`src/rtl/de10lite_sw_debounce.sv`:
```
// ---------------------------------------------------------------------------------------------
// de10lite_sw_debounce
//
// Purpose:
//   Conditions the DE10-Lite slide switches and push keys before they reach the switch PIO.
//   Each raw input first passes through a two-flop synchroniser. One shared prescaler then
//   produces a slow sample tick. On every tick each bit's synchronised level is pushed into
//   a short history. A new debounced level is accepted only when the last SAMPLES tick
//   samples, the current one included, all agree. Accepted transitions also produce
//   one-cycle rise/fall pulses and a summary any_change pulse.
//
// Parameters:
//   WIDTH        number of switch/key inputs conditioned (default 19)
//   TICK_CYCLES  clk cycles per sample tick, 1..2^24 (default 50000 = 1 ms at 50 MHz)
//   SAMPLES      consecutive equal samples needed to accept a level, 2..16 (default 8)
//
// Ports:
//   clk          sole clock, all state on its rising edge
//   reset        asynchronous active-high reset (release is synchronised externally)
//   sw_raw       raw asynchronous switch levels
//   sw_out       debounced levels (registered)
//   rise         one-cycle pulse per bit on an accepted 0->1 transition (registered)
//   fall         one-cycle pulse per bit on an accepted 1->0 transition (registered)
//   any_change   one-cycle pulse when any bit of rise or fall pulses (registered)
//   tick         one-cycle sample-tick strobe, for diagnostics
//
// No output has a combinational path from sw_raw.
// ---------------------------------------------------------------------------------------------
module de10lite_sw_debounce #(
    parameter int unsigned WIDTH       = 19,
    parameter int unsigned TICK_CYCLES = 50000,
    parameter int unsigned SAMPLES     = 8
) (
    input  logic             clk,
    input  logic             reset,
    input  logic [WIDTH-1:0] sw_raw,
    output logic [WIDTH-1:0] sw_out,
    output logic [WIDTH-1:0] rise,
    output logic [WIDTH-1:0] fall,
    output logic             any_change,
    output logic             tick
);

    // A counter of at least one bit keeps TICK_CYCLES == 1 legal. In that case it stays at
    // 0, which is also the terminal count, so every cycle is a tick.
    localparam int unsigned     CNT_W   = (TICK_CYCLES > 1) ? $clog2(TICK_CYCLES) : 1;
    localparam logic [CNT_W-1:0] CNT_MAX = CNT_W'(TICK_CYCLES - 1);

    // -----------------------------------------------------------------------------------------
    // Input synchroniser
    // -----------------------------------------------------------------------------------------
    logic [WIDTH-1:0] r_sync1;
    logic [WIDTH-1:0] r_sync2;

    always_ff @(posedge clk or posedge reset) begin
        if (reset) begin
            r_sync1 <= '0;
            r_sync2 <= '0;
        end else begin
            r_sync1 <= sw_raw;
            r_sync2 <= r_sync1;
        end
    end

    // -----------------------------------------------------------------------------------------
    // Shared sample-tick prescaler
    // -----------------------------------------------------------------------------------------
    logic [CNT_W-1:0] r_cnt;
    logic             w_cnt_hit;
    logic             w_tick;

    assign w_cnt_hit = (r_cnt == CNT_MAX);
    // Gating with reset keeps tick low during reset even when TICK_CYCLES == 1. In that
    // configuration the counter already sits at its terminal count.
    assign w_tick    = w_cnt_hit & ~reset;

    always_ff @(posedge clk or posedge reset) begin
        if (reset) begin
            r_cnt <= '0;
        end else if (w_cnt_hit) begin
            r_cnt <= '0;
        end else begin
            r_cnt <= r_cnt + 1'b1;
        end
    end

    // -----------------------------------------------------------------------------------------
    // Sample history
    // -----------------------------------------------------------------------------------------
    // The history is stored as SAMPLES-1 whole-width vectors. r_hist[0] holds the most recent
    // tick sample and r_hist[SAMPLES-2] the oldest. Each bit column is that bit's history.
    logic [WIDTH-1:0] r_hist [SAMPLES-1];

    always_ff @(posedge clk or posedge reset) begin
        if (reset) begin
            for (int unsigned k = 0; k < SAMPLES - 1; k++) begin
                r_hist[k] <= '0;
            end
        end else if (w_tick) begin
            r_hist[0] <= r_sync2;
            for (int unsigned k = 1; k < SAMPLES - 1; k++) begin
                r_hist[k] <= r_hist[k-1];
            end
        end
    end

    // -----------------------------------------------------------------------------------------
    // Acceptance and next-state logic
    // -----------------------------------------------------------------------------------------
    logic [WIDTH-1:0] r_sw_out;
    logic [WIDTH-1:0] r_rise;
    logic [WIDTH-1:0] r_fall;
    logic             r_any;

    logic [WIDTH-1:0] w_all1;
    logic [WIDTH-1:0] w_all0;
    logic [WIDTH-1:0] w_rise_d;
    logic [WIDTH-1:0] w_fall_d;
    logic [WIDTH-1:0] w_sw_out_d;
    logic             w_any_d;

    always_comb begin
        // The window is the stored history plus the current synchronised sample.
        w_all1 = r_sync2;
        w_all0 = ~r_sync2;
        for (int unsigned k = 0; k < SAMPLES - 1; k++) begin
            w_all1 = w_all1 & r_hist[k];
            w_all0 = w_all0 & ~r_hist[k];
        end

        w_rise_d = '0;
        w_fall_d = '0;
        if (w_tick) begin
            // A bit can only rise while low and only fall while high, so rise and fall for
            // the same bit are mutually exclusive.
            w_rise_d = w_all1 & ~r_sw_out;
            w_fall_d = w_all0 & r_sw_out;
        end

        w_sw_out_d = (r_sw_out | w_rise_d) & ~w_fall_d;
        w_any_d    = |(w_rise_d | w_fall_d);
    end

    always_ff @(posedge clk or posedge reset) begin
        if (reset) begin
            r_sw_out <= '0;
            r_rise   <= '0;
            r_fall   <= '0;
            r_any    <= 1'b0;
        end else begin
            r_sw_out <= w_sw_out_d;
            r_rise   <= w_rise_d;
            r_fall   <= w_fall_d;
            r_any    <= w_any_d;
        end
    end

    // -----------------------------------------------------------------------------------------
    // Outputs
    // -----------------------------------------------------------------------------------------
    assign sw_out     = r_sw_out;
    assign rise       = r_rise;
    assign fall       = r_fall;
    assign any_change = r_any;
    assign tick       = w_tick;

endmodule

```
`config.mk`:
```
export PLATFORM = sky130hd
export DESIGN_NAME = de10lite_sw_debounce
export DESIGN_NICKNAME = d
export VERILOG_FILES = /design/src/rtl/de10lite_sw_debounce.sv
export SDC_FILE = /design/constraint.sdc
export NUM_CORES = 1
export LEC_CHECK = 0
export CAP_MARGIN = 20
export CORE_MARGIN = 3
export CORE_UTILIZATION = 55
export DETAILED_ROUTE_END_ITERATION = 12
export MAX_ROUTING_LAYER = met4
export PLACE_DENSITY = 0.85
export REMOVE_ABC_BUFFERS = 1
export SYNTH_ARGS = -nofsm -noshare
export SYNTH_HDL_FRONTEND = slang
export SYNTH_SLANG_ARGS = --single-unit
```
`constraint.sdc`:
```
create_clock -name clk -period 14.5 [get_ports clk]
set_input_delay 4.35 -clock clk [delete_from_list [all_inputs] [get_ports clk]]
set_output_delay 4.35 -clock clk [all_outputs]
set_load 0.01 [all_outputs]
```
==> impl_metrics.toml <==
[run_status]
status = "finished clean"

[worst_setup_path]
required_ns = 10.15
r2r_setup_slack_ns = 11.20
crit_type = "input port to primary output"
crit_fanout = 92
startpoint_type = "input port"
critPathArrivalTime_ns = 6.64
cp-end-kind = "primary output"
reg2reg_depth = 6
r2r_end = "any_change"
r2r_start = "r_cnt[11]"

[cts]
cts.repair.resized = 0
htreeDepth = 1
insertion_delay_ns = 0.51
cts_buffers = 25
cts-root-buf = "clkbuf_16"
cts_buffer_depth = 3
cts_tree = "yes"
cts_setup_buffers = 0
clock_sinks = 245
ctsHoldBuffers = 0
clk_transition_reported_paths_ns = 0.07

[synthesis]
synth-seq-cells = 245
yosysTopAreaCellShare_pct = 64.90
synth_cell_types = 29
synth.area.top_cells = "dfrtp_1 65%, nand2_1 16%, nor2_1 3.5%"
synth_top_area_cell = "dfrtp_1"
async_reset_ff_share_pct = 100.0
syn-cell-area_sq_mm = 0.009447
syn_inst = 941
postSynthAreaPerCell_sq_um = 10.04
synth_ff_type = "dfrtp_1"
yosysMostFrequentCell = "nand2_1"
synth_common_cells = "405 x nand2_1, 245 x dfrtp_1, 87 x nor2_1"
yosysWarnings = 0
seq_area_frac_synth_pct = 64.90
synth-edff-count = 0

[floorplanning]
die_width_um = 137.1
chipHeight_um = 137.1
num_rows = 47
initial_core_util_pct = 56.56
die-area_sq_mm = 0.01878
core-area_sq_mm = 0.01670
num_io_pins = 80

[placement]
dpl.hpwl_mm = 10.98
gp_congestion = 0.8314
numPortBuffers = 79

[min_path]
min_to = "r_sync2[8]"
min-delay-start = "r_sync1[8]"
hp-class = "flop to flop"
worstHoldPathCells = 0

[flow_run]
cap_violations = 0

[detailed_routing]
route.vias.total = 6685
drc = 0
drtPass1Iterations = 5
wl_per_cell_um = 13.96
wl_mm = 17.49
ant_nets = 0
viasPerCell = 5.335
drt_iter0_drc = 506

[global_routing]
grt_pass1_wl_mm = 30.18
grt_pass1_vias = 6452
grt_max_degree = 97
grt_antenna_before_repair = 0
overflow = 0
track_usage_pct = 20.06

[sta]
finalSetupTns_ns = 0
fmax_mhz = 91.02
clock-skew-final_ns = 0.008691
drv_slew = 0
setup_viol = 0
min_period_ns = 10.99
finalCritPeriodShare_pct = 75.77
rsz0062_at_grt = "no"
worst_slew_pin_slew_ns = 0.9378
hold_viol = 0
slew_headroom_pct = 37.48

[pwr]
p_leak_uw = 0.005554
p_per_area_mw_per_mm2 = 119.8
peakVddDrop_mv = 0.07699

[layout]
final_nets = 1038
regArea_sq_mm = 0.006131
area_delta_synth_final_pct = 18.34
fillCellCount = 1251
drive_gt1_share_pct = 6.970
multi_input_area_sq_mm = 0.003088
antenna_cells = 0
postLayoutCoreUtil_pct = 66.94
==> stage by stage <==
step | instance area, sq um | hold WS [ns] | total power, uW | setup slack (ns) | std cells
floorplan | 9228 | 0.3312 | 715.3 | 2.164 | 905
global placement | 10340 | 0.3312 | 725.4 | 3.529 | 1208
detailed placement | 10340 | 0.3347 | 725.7 | 3.516 | 1208
CTS | 11150 | 0.3459 | 1351 | 3.517 | 1252
global route | 11180 | 0.3566 | 1388 | 3.424 | 1253
finish | 11180 | 0.3445 | 1339 | 3.513 | 1253
==> critical path, cell delays in order <==
cell             delay (ns)
clkdlybuf4s50_1        0.51
nand4b_1               0.21
or4_4                  0.81
inv_1                  0.17
clkdlybuf4s50_1        0.55
==> worst max path at each step <==
stage               startpoint  cells past startpoint   endpoint  slack (ns)
detailed placement       reset                      5       tick        3.52
global placement         reset                      5       tick        3.53
floorplan                reset                      4  r_hist[0]        2.16
finish                   reset                      5       tick        3.51
CTS                      reset                      5       tick        3.52
global route             reset                      5       tick        3.42
==> cell families (layout without fill, tap and decap cells) <==
kind of cell / Yosys count / after routing / synth area share [%]
xor gates and xnor gates: 14 / 14 / 1.298
buffers and inverters: 40 / 132 / 2.477
DFF: 245 / 245 / 64.90
and+or+nand+nor: 631 / 631 / 30.32
adders and majority gates: 1 / 1 / 0.1324
muxes: 1 / 1 / 0.1192
AOI/OAI and AO/OA: 9 / 9 / 0.7550
==> layout by cell type, fill, tap and decap left out, drive strengths merged, types with 5 or more instances in the layout <==
| cell | instances |
|---|---|
| dfrtp | 245 |
| clkbuf | 32 |
| clkinv | 7 |
| nand2 | 405 |
| inv | 5 |
| clkdlybuf4s50 | 79 |
| a41oi | 7 |
| xnor2 | 7 |
| nor4 | 28 |
| buf | 5 |
| nand3 | 25 |
| nor2 | 87 |
| nor3 | 20 |
| nand4b | 23 |
| nand4 | 19 |
| xor2 | 7 |
| or4b | 17 |
==> power by group <==
group / internal, uW / switching (uW) / total [uW]
registers: 689 / 2.92 / 692
logic: 6.85 / 14.2 / 21.1
clock network: 373 / 253 / 626
total: 1070 / 270 / 1340
==> final cells by class <==
cell class	count	area share, %
repair buffers	84	7.588
inverters	4	0.2015
well taps	220	2.462
multi-input cells	656	27.62
flip-flops and latches	245	54.84
clock buffers	32	6.189
clock inverters	12	1.097
==> routing by layer <==
| layer | vias to the layer above | global-route usage, % | wire (um) |
|---|---|---|---|
| met2 | 135 | 32.21 | 8805 |
| met3 | 26 | 3.272 | 763 |
| li1 | 3233 | - | - |
| met1 | 3291 | 27.19 | 7646 |
| met5 | - | - | 0 |
| met4 | 0 | 4.878 | 276 |
==> sequential cells by signal (all words and copies together) (netlist names) <==
signal	count
r_hist	133
fall	19
r_sync1	19
r_sync2	19
rise	19
sw_out	19
r_cnt	16
any_change	1
No activity file was read; power rests on OpenSTA's default activity.
